`src/rtl/acc_ctrl_if.sv`:
```
// Bundles the command, ALU-drive and result channels of alu_acc_ctrl.
// master = the controller itself; slave = the command source, ALU and result sink.
interface acc_ctrl_if #(
  parameter int RPT_W = 4
);
  logic             acc_clr_in;
  logic             acc_cmd_valid_in;
  logic             acc_cmd_ready_out;
  logic             acc_cmd_load_in;
  logic [4:0]       acc_cmd_sel_in;
  logic             acc_cmd_carry_in;
  logic [7:0]       acc_cmd_b_in;
  logic [RPT_W-1:0] acc_cmd_rpt_in;
  logic [4:0]       acc_alu_sel_out;
  logic             acc_alu_carry_out;
  logic [7:0]       acc_alu_a_out;
  logic [7:0]       acc_alu_b_out;
  logic [7:0]       acc_alu_y_in;
  logic             acc_res_valid_out;
  logic             acc_res_ready_in;
  logic [7:0]       acc_res_data_out;
  logic             acc_res_zero_out;
  logic             acc_busy_out;

  modport master (
    input  acc_clr_in, acc_cmd_valid_in, acc_cmd_load_in, acc_cmd_sel_in,
           acc_cmd_carry_in, acc_cmd_b_in, acc_cmd_rpt_in, acc_alu_y_in,
           acc_res_ready_in,
    output acc_cmd_ready_out, acc_alu_sel_out, acc_alu_carry_out, acc_alu_a_out,
           acc_alu_b_out, acc_res_valid_out, acc_res_data_out, acc_res_zero_out,
           acc_busy_out
  );

  modport slave (
    output acc_clr_in, acc_cmd_valid_in, acc_cmd_load_in, acc_cmd_sel_in,
           acc_cmd_carry_in, acc_cmd_b_in, acc_cmd_rpt_in, acc_alu_y_in,
           acc_res_ready_in,
    input  acc_cmd_ready_out, acc_alu_sel_out, acc_alu_carry_out, acc_alu_a_out,
           acc_alu_b_out, acc_res_valid_out, acc_res_data_out, acc_res_zero_out,
           acc_busy_out
  );
endinterface

```
`src/rtl/alu_acc_ctrl.sv`:
```
// Accumulator command sequencer in front of an 8-bit combinational ALU, with repeat counts.
// Optional: define ACC_CTRL_ZSTOP_EN to end an ALU command early on a zero result.
module alu_acc_ctrl #(
  parameter logic [7:0] ACC_RESET_VAL = 8'h00,
  parameter int         RPT_W         = 4
) (
  input  logic      acc_clk_in,
  input  logic      acc_rst_n_in,
  acc_ctrl_if.master bus
);

  typedef enum logic [1:0] {IDLE, EXEC, HOLD} state_t;

  state_t           state, state_nxt;
  logic [7:0]       acc;
  logic [7:0]       b_q;
  logic [4:0]       sel_q;
  logic             carry_q;
  logic [RPT_W-1:0] cnt;
  logic [7:0]       res_data;
  logic             res_zero;
  logic             accept;
  logic             exec_done;

  assign bus.acc_cmd_ready_out = (state == IDLE) && !bus.acc_clr_in && acc_rst_n_in;
  assign accept                = bus.acc_cmd_valid_in && bus.acc_cmd_ready_out;

`ifdef ACC_CTRL_ZSTOP_EN
  assign exec_done = (cnt == '0) || (bus.acc_alu_y_in == 8'h00);
`else
  assign exec_done = (cnt == '0);
`endif

  // The ALU only sees the latched command while iterating; otherwise it idles on A.
  assign bus.acc_alu_sel_out   = (state == EXEC) ? sel_q   : 5'd0;
  assign bus.acc_alu_carry_out = (state == EXEC) ? carry_q : 1'b0;
  assign bus.acc_alu_b_out     = (state == EXEC) ? b_q     : 8'h00;
  assign bus.acc_alu_a_out     = acc;

  assign bus.acc_res_valid_out = (state == HOLD);
  assign bus.acc_res_data_out  = res_data;
  assign bus.acc_res_zero_out  = res_zero;
  assign bus.acc_busy_out      = (state != IDLE);

  // NOTE: non-blocking (<=) in clocked blocks so every register samples pre-edge values.
  always_ff @(posedge acc_clk_in or negedge acc_rst_n_in) begin
    if (!acc_rst_n_in) state <= IDLE;
    else               state <= state_nxt;
  end

  // NOTE: state_nxt gets its default before the case so no path leaves it unassigned (no latch).
  always_comb begin
    state_nxt = state;
    case (state)
      IDLE: if (accept) state_nxt = bus.acc_cmd_load_in ? HOLD : EXEC;
      EXEC: if (exec_done) state_nxt = HOLD;
      HOLD: if (bus.acc_res_ready_in) state_nxt = IDLE;
      default: state_nxt = IDLE;
    endcase
  end

  always_ff @(posedge acc_clk_in or negedge acc_rst_n_in) begin
    if (!acc_rst_n_in) begin
      acc      <= ACC_RESET_VAL;
      b_q      <= 8'h00;
      sel_q    <= 5'd0;
      carry_q  <= 1'b0;
      cnt      <= '0;
      res_data <= 8'h00;
      res_zero <= 1'b1;
    end else begin
      case (state)
        IDLE: begin
          if (bus.acc_clr_in) begin
            acc <= ACC_RESET_VAL;
          end else if (accept) begin
            sel_q   <= bus.acc_cmd_sel_in;
            carry_q <= bus.acc_cmd_carry_in;
            b_q     <= bus.acc_cmd_b_in;
            if (bus.acc_cmd_load_in) begin
              acc      <= bus.acc_cmd_b_in;
              res_data <= bus.acc_cmd_b_in;
              res_zero <= (bus.acc_cmd_b_in == 8'h00);
            end else begin
              cnt <= bus.acc_cmd_rpt_in;
            end
          end
        end
        EXEC: begin
          acc <= bus.acc_alu_y_in;
          if (exec_done) begin
            res_data <= bus.acc_alu_y_in;
            res_zero <= (bus.acc_alu_y_in == 8'h00);
          end else begin
            cnt <= cnt - RPT_W'(1);
          end
        end
        default: ;
      endcase
    end
  end

endmodule

```
`src/flat_wrapper.sv`:
```
// flat-port wrapper written by rule: the top's interface ports become plain ports
module alu_acc_ctrl_flat 
#(
  parameter logic [7:0] ACC_RESET_VAL = 8'h00,
  parameter int         RPT_W         = 4
)
  (acc_clk_in, acc_rst_n_in, bus_acc_clr_in, bus_acc_cmd_valid_in, bus_acc_cmd_load_in, bus_acc_cmd_sel_in, bus_acc_cmd_carry_in, bus_acc_cmd_b_in, bus_acc_cmd_rpt_in, bus_acc_alu_y_in, bus_acc_res_ready_in, bus_acc_cmd_ready_out, bus_acc_alu_sel_out, bus_acc_alu_carry_out, bus_acc_alu_a_out, bus_acc_alu_b_out, bus_acc_res_valid_out, bus_acc_res_data_out, bus_acc_res_zero_out, bus_acc_busy_out);
  acc_ctrl_if #(.RPT_W(RPT_W)) bus_i ();
  input  logic acc_clk_in;
  input  logic acc_rst_n_in;
  input wire logic [$bits(bus_i.acc_clr_in)-1:0] bus_acc_clr_in;
  input wire logic [$bits(bus_i.acc_cmd_valid_in)-1:0] bus_acc_cmd_valid_in;
  input wire logic [$bits(bus_i.acc_cmd_load_in)-1:0] bus_acc_cmd_load_in;
  input wire logic [$bits(bus_i.acc_cmd_sel_in)-1:0] bus_acc_cmd_sel_in;
  input wire logic [$bits(bus_i.acc_cmd_carry_in)-1:0] bus_acc_cmd_carry_in;
  input wire logic [$bits(bus_i.acc_cmd_b_in)-1:0] bus_acc_cmd_b_in;
  input wire logic [$bits(bus_i.acc_cmd_rpt_in)-1:0] bus_acc_cmd_rpt_in;
  input wire logic [$bits(bus_i.acc_alu_y_in)-1:0] bus_acc_alu_y_in;
  input wire logic [$bits(bus_i.acc_res_ready_in)-1:0] bus_acc_res_ready_in;
  output wire logic [$bits(bus_i.acc_cmd_ready_out)-1:0] bus_acc_cmd_ready_out;
  output wire logic [$bits(bus_i.acc_alu_sel_out)-1:0] bus_acc_alu_sel_out;
  output wire logic [$bits(bus_i.acc_alu_carry_out)-1:0] bus_acc_alu_carry_out;
  output wire logic [$bits(bus_i.acc_alu_a_out)-1:0] bus_acc_alu_a_out;
  output wire logic [$bits(bus_i.acc_alu_b_out)-1:0] bus_acc_alu_b_out;
  output wire logic [$bits(bus_i.acc_res_valid_out)-1:0] bus_acc_res_valid_out;
  output wire logic [$bits(bus_i.acc_res_data_out)-1:0] bus_acc_res_data_out;
  output wire logic [$bits(bus_i.acc_res_zero_out)-1:0] bus_acc_res_zero_out;
  output wire logic [$bits(bus_i.acc_busy_out)-1:0] bus_acc_busy_out;
  assign bus_i.acc_clr_in = bus_acc_clr_in;
  assign bus_i.acc_cmd_valid_in = bus_acc_cmd_valid_in;
  assign bus_i.acc_cmd_load_in = bus_acc_cmd_load_in;
  assign bus_i.acc_cmd_sel_in = bus_acc_cmd_sel_in;
  assign bus_i.acc_cmd_carry_in = bus_acc_cmd_carry_in;
  assign bus_i.acc_cmd_b_in = bus_acc_cmd_b_in;
  assign bus_i.acc_cmd_rpt_in = bus_acc_cmd_rpt_in;
  assign bus_i.acc_alu_y_in = bus_acc_alu_y_in;
  assign bus_i.acc_res_ready_in = bus_acc_res_ready_in;
  assign bus_acc_cmd_ready_out = bus_i.acc_cmd_ready_out;
  assign bus_acc_alu_sel_out = bus_i.acc_alu_sel_out;
  assign bus_acc_alu_carry_out = bus_i.acc_alu_carry_out;
  assign bus_acc_alu_a_out = bus_i.acc_alu_a_out;
  assign bus_acc_alu_b_out = bus_i.acc_alu_b_out;
  assign bus_acc_res_valid_out = bus_i.acc_res_valid_out;
  assign bus_acc_res_data_out = bus_i.acc_res_data_out;
  assign bus_acc_res_zero_out = bus_i.acc_res_zero_out;
  assign bus_acc_busy_out = bus_i.acc_busy_out;
  alu_acc_ctrl #(.ACC_RESET_VAL(ACC_RESET_VAL), .RPT_W(RPT_W)) u_core (.acc_clk_in(acc_clk_in), .acc_rst_n_in(acc_rst_n_in), .bus(bus_i));
endmodule
```
`config.mk`:
```
export PLATFORM = sky130hd
export DESIGN_NAME = alu_acc_ctrl_flat
export DESIGN_NICKNAME = d
export VERILOG_FILES = /design/src/rtl/acc_ctrl_if.sv /design/src/rtl/alu_acc_ctrl.sv /design/src/flat_wrapper.sv
export SDC_FILE = /design/constraint.sdc
export NUM_CORES = 1
export LEC_CHECK = 0
export BUFFER_PORTS_ARGS = -buffer_cell sky130_fd_sc_hd__buf_2
export CAP_MARGIN = 25
export CORE_MARGIN = 1
export CORE_UTILIZATION = 30
export CTS_CLUSTER_SIZE = 28
export DETAILED_ROUTE_END_ITERATION = 10
export MAX_ROUTING_LAYER = met4
export PLACE_DENSITY_LB_ADDON = 0.1
export RECOVER_POWER = 50
export SYNTH_ARGS = -nofsm -noshare
export SYNTH_HDL_FRONTEND = slang
export SYNTH_SLANG_ARGS = --single-unit
```
`constraint.sdc`:
```
create_clock -name acc_clk_in -period 2.1 [get_ports acc_clk_in]
set_input_delay 0.21 -clock acc_clk_in [delete_from_list [all_inputs] [get_ports acc_clk_in]]
set_output_delay 0.21 -clock acc_clk_in [all_outputs]
set_load 0.02 [all_outputs]
```
Yosys cells after proc, flatten, opt, wreduce, memory -nomap -nowiden
Index checks and enable logic that the tools add are counted.
{"block": "op_classes", "add_sub_neg": 1, "eq_ne": 11, "muxes": 25, "bitwise": 1, "reduce_logical": 15}
{"cell": "2-to-1 mux 8 bit", "count": 6}
{"cell": "case mux 8 bit (2 select lines)", "count": 2}
{"cell": "zero test 8 bit", "count": 2}
{"cell": "2-to-1 mux 4 bit", "count": 4}
{"cell": "!= test 2 bit (second input constant)", "count": 5}
{"cell": "AND reduction 5 bit", "count": 2}
{"cell": "AND reduction 3 bit", "count": 3}
{"cell": "2-to-1 mux 2 bit", "count": 4}
{"cell": "case mux 4 bit (2 select lines)", "count": 1}
{"cell": "case mux 2 bit (3 select lines)", "count": 1}
{"cell": "2-to-1 mux 1 bit", "count": 5}
{"cell": "2-to-1 mux 5 bit", "count": 1}
{"cell": "zero test 4 bit", "count": 1}
{"cell": "!= test 2 x 1 -> 1 bit (second input constant)", "count": 2}
{"cell": "nonzero test 2 bit", "count": 2}
{"cell": "subtractor 4 x 1 -> 4 bit (second input constant)", "count": 1}
{"cell": "logical AND 1 bit", "count": 3}
{"cell": "!= test 3 x 2 -> 1 bit (second input constant)", "count": 1}
{"cell": "!= test 3 bit (second input constant)", "count": 1}
{"cell": "== test 2 x 1 -> 1 bit (second input constant)", "count": 1}
{"cell": "== test 2 bit (second input constant)", "count": 1}
{"cell": "zero test 2 bit", "count": 1}
{"cell": "case mux 1 bit (2 select lines)", "count": 1}
{"cell": "zero test 1 bit", "count": 1}
{"cell": "inverter 1 bit", "count": 1}
{"block": "totals", "reg_bits": 37, "input_bits": 32, "output_inout_bits": 34}

Longest topological paths before layout
{"block": "logic_depth", "ltp_word": 7, "depth_mapped": 8}

Least setup slack after synthesis
No wires, ideal clock.
{"block": "synth_timing", "path_type": "register to register", "startpoint": "register u_core.state[1]", "endpoint": "register u_core.b_q[3]", "setup_time_ns": 0.125, "t_arrival_ns": 1.615, "slack_ns": 0.360, "stages_incl_launch_ff": 6, "path_cell_list": "dfrtp_1 -> or2_4 -> nor3b_4 -> nand2_4 -> buf_12 -> mux2_4"}
{"block": "synth_between", "elab_chain_len": 5}
{"item": "start, declared", "line": "alu_acc_ctrl.sv:14", "text": "state_t state, state_nxt;"}
{"item": "start signal, assigned", "line": "alu_acc_ctrl.sv:48", "text": "else state <= state_nxt;"}
{"item": "zero test 2 bit", "line": "alu_acc_ctrl.sv:25", "text": "assign bus.acc_cmd_ready_out = (state == IDLE) && !bus.acc_clr_in && acc_rst_n_in;"}
{"item": "logical AND 1 bit (2 in a row)", "line": "alu_acc_ctrl.sv:25"}
{"item": "via bus_acc_cmd_ready_out", "line": "flat_wrapper.sv:20", "text": "output wire logic [$bits(bus_i.acc_cmd_ready_out)-1:0] bus_acc_cmd_ready_out;"}
{"item": "logical AND 1 bit", "line": "alu_acc_ctrl.sv:26", "text": "assign accept = bus.acc_cmd_valid_in && bus.acc_cmd_ready_out;"}
{"item": "AND reduction 3 bit (no line)"}
{"item": "end signal, assigned", "line": "alu_acc_ctrl.sv:79", "text": "b_q <= bus.acc_cmd_b_in;"}
{"item": "end, declared", "line": "alu_acc_ctrl.sv:16", "text": "logic [7:0] b_q;"}
The timed path passes the listed nets, and every way through them passes these cells.
A chain may end at the register's enable or synchronous reset.

Final worst setup path
{"block": "layout_timing", "startpoint": "register u_core.state[1]", "endpoint": "output bus_acc_alu_b_out[6]"}
{"block": "layout_between", "elab_chain_len": 2}
{"item": "== test 2 x 1 -> 1 bit", "line": "alu_acc_ctrl.sv:37", "text": "assign bus.acc_alu_b_out = (state == EXEC) ? b_q : 8'h00;"}
{"item": "2-to-1 mux 8 bit", "line": "alu_acc_ctrl.sv:37"}
{"item": "end, declared", "line": "flat_wrapper.sv:24", "text": "output wire logic [$bits(bus_i.acc_alu_b_out)-1:0] bus_acc_alu_b_out;"}
Every way passes these cells.

==> results.yml <==
logic_synthesis:
  async_flop_share: 1.00
  synth.area.mux_share: 0.142
  syn_area_per_cell_um2: 11.1
  synth.net_count: 201
  yosysSeqAreaShare: 0.495
  synth-edff-count: 0
  synth-compound-area-share: 0.134
  synthCells: 168
  synth_top_area_share: 0.481
  synth-main-ff-cell: "dfrtp_1"
  synth_xor_area_frac: 0
  synth-simple-area-share: 0.177
  synth-adder-area-share: 0.00668
  yosys.area.top_type: "dfrtp_1"
  ys_warn_count: 0
  synth_cell_types: 40
  synth_top_family_by_area: "simple AND/OR/NAND/NOR gates"
  syn_area_um2: 1870
  ys_seq_elements: 37
  synthTopCellsByArea: "dfrtp_1 (48%), mux2_4 (8.0%), and2_1 (4.7%), mux2i_1 (3.7%), a22oi_1 (3.2%)"
cts:
  clock_sinks: 37
  ctsLongestPathBuffers: 2
  cts_made_buffers: 5
  cts_root_buf: "clkbuf_8"
  cts.clk_slew.worst_paths_ps: 70
  postCtsSetupRepairBufs: 0
  clock_latency_ps: 280
  htreeDepth: 2
  cts_tree: "yes"
global_route:
  track_usage: 0.150
  grt_pass1_vias: 1380
  overflow: 0
  grt_max_degree: 35
  grt_pass1_wl_um: 7040
  antenna_found_initial: 0
critical_path:
  cp_data_arrival_time_ps: 1700
  crit_family: "simple AND/OR/NAND/NOR gates"
  rr_worst_depth: 5
  cp.required_ps: 1890
  crit_chain: "and2b_2 -> buf_12 -> and2_1 -> buf_2"
  r2r_slack_ps: 230
  critPathMaxFanout: 22
  crit_type: "flop to primary output"
  cp.depth: 4
  critPathLaunch: "u_core.state[1]$_DFFE_PN0P_"
  critPathSlowestCell: "and2b_2"
  reg2reg_from: "u_core.cnt[0]$_DFFE_PN0P_"
  cp_slowest_stage_delay_ps: 480
  startpoint_type: "flop"
  worst-path-buf-inv: 2
  cp-end-kind: "primary output"
hold_path:
  min_from: "bus_acc_res_ready_in"
  hp-class: "input pin to flop"
  holdPathStages: 2
placement:
  pre_cts_ws_ps: 226
  dp_hpwl_um: 3320
  gp_congestion: 0.768
  port_buffers: 65
pwr:
  finalPower_w: 0.00243
  p_per_area_nw_per_um2: 1030
  cellLeakagePower_nw: 1.13
  vdd.ir_drop.worst_mv: 0.495
sta:
  fin_skew_ps: 5.15
  setup-violations-final: 0
  grt_setup_unrepaired: "no"
  finalMaxSlewViolations: 0
  tightest_slew_ps: 898
  holdWs_ps: 119
  fmax_mhz: 524
  fin_ws_ps: 190
  final.min_clock_period_ps: 1910
  finalSetupTns_ps: 0
  slew_headroom: 0.399
  finalCritPeriodShare: 0.909
  hold_viol_final: 0
routing:
  met1Wirelength_um: 2100
  ant_nets: 0
  via_per_inst: 4.71
  wl_met2_um: 2090
  route.detailed.drc: 0
  dr.max_layer_used: "met4"
  wl_um: 4420
  wl_per_cell_um: 14.2
  vias: 1464
  wl_met3_um: 206
  first_iter_violations: 103
  drt_pre_antenna_iters: 4
final_layout:
  drive_gt1_frac: 0.339
  syn_to_final_growth_pct: 26.1
  final_util: 0.396
  num_antenna_cells: 0
  nets: 268
die:
  die-area_um2: 6560
  fp.dieW_um: 81.0
  coreArea_um2: 5960
  io_pins: 66
  start_util: 0.314
  rows: 28
  fp.dieH_um: 81.0
job:
  maxCapViolCount: 0
status:
  status: "finished, final reports clean"
## per-layer routing
layer | GRT usage | up-vias
met5 | - | -
met4 | 0.0375 | 0
met3 | 0.0326 | 4
met2 | 0.229 | 36
met1 | 0.201 | 697
li1 | - | 727
## cells in the final DEF (no fill, tap or decap), types with 2 or more instances in the layout
| master | netlist | final |
|---|---|---|
| buf_2 | 0 | 48 |
| mux2i_1 | 7 | 7 |
| mux2_2 | 4 | 4 |
| nor4_1 | 2 | 2 |
| nand2b_1 | 2 | 2 |
| mux2_4 | 10 | 10 |
| o211ai_1 | 2 | 2 |
| o21ai_0 | 11 | 11 |
| clkbuf_1 | 5 | 18 |
| dfrtp_1 | 36 | 36 |
| nand2_1 | 10 | 10 |
| a22oi_1 | 8 | 8 |
| nor3_1 | 2 | 2 |
| clkbuf_8 | 0 | 6 |
| a21oi_1 | 11 | 11 |
| and2_1 | 14 | 14 |
| inv_1 | 4 | 4 |
| nand3_1 | 3 | 3 |
| nor2_1 | 13 | 13 |
## state kept, by name, summed over array words and instances (netlist names)
register,flops
u_core.b_q,8
u_core.bus.acc_alu_a_out,8
u_core.bus.acc_res_data_out,8
u_core.sel_q,5
u_core.cnt,4
u_core.state,2
u_core.bus.acc_res_zero_out,1
u_core.carry_q,1
## power by group
group	switching [W]	leakage, nW	total (W)	internal [W]
clock network	0.000243	0.0585	0.000631	0.000387
logic	0.000434	0.622	0.000746	0.000312
registers	0.000121	0.445	0.00105	0.000932
## cells by family after synthesis
logic type	after synthesis
buf+inv	13
flops	37
simple gates	57
mux	21
fa+ha+maj	1
compound gates	39
## area by class of cell
type	instances	area, µm²
clock inverter	1	30.0
sequential	37	927
multi-input combinational	118	861
timing repair buffer	69	347
tap	75	93.8
fill	648	3600
clock buffer	7	86.3
inverter	4	15.0
## metrics by stage
stage	instance area, µm²	std cells
2_1_floorplan	1870	168
3_3_place_gp	2260	302
3_5_place_dp	2260	302
4_1_cts	2380	311
5_1_grt	2360	311
6_report	2360	311
## cells in the mapped netlist (all sizes together), types with 2 or more instances
| cell type | n |
|---|---|
| dfrtp | 36 |
| and2 | 14 |
| mux2 | 14 |
| nor2 | 13 |
| o21ai | 12 |
| a21oi | 11 |
| nand2 | 11 |
| a22oi | 8 |
| mux2i | 7 |
| clkbuf | 5 |
| buf | 4 |
| inv | 4 |
| nand3 | 3 |
| and2b | 2 |
| nand2b | 2 |
| nor3 | 2 |
| nor3b | 2 |
| nor4 | 2 |
| o211ai | 2 |
## timing repair
action / in CTS / in global routing
endpoints found under the hold margin: 3 / 0
hold buffers: 1 / 0
gates resized for setup: 0 / 0
## path summary, 6_finish.rpt
| kind | endpoint |
|---|---|
| worst max register to register | u_core.bus.acc_res_data_out[5]$_DFFE_PN0P_ |
| min in group asynchronous | u_core.cnt[0]$_DFFE_PN0P_ |
| worst min register to register | u_core.bus.acc_res_data_out[2]$_DFFE_PN0P_ |
| worst max-delay path | bus_acc_alu_b_out[6] |
| worst min-delay path | u_core.state[1]$_DFFE_PN0P_ |
| max in group asynchronous | u_core.bus.acc_alu_a_out[6]$_DFFE_PN0P_ |
(Power assumes the default switching activity.)
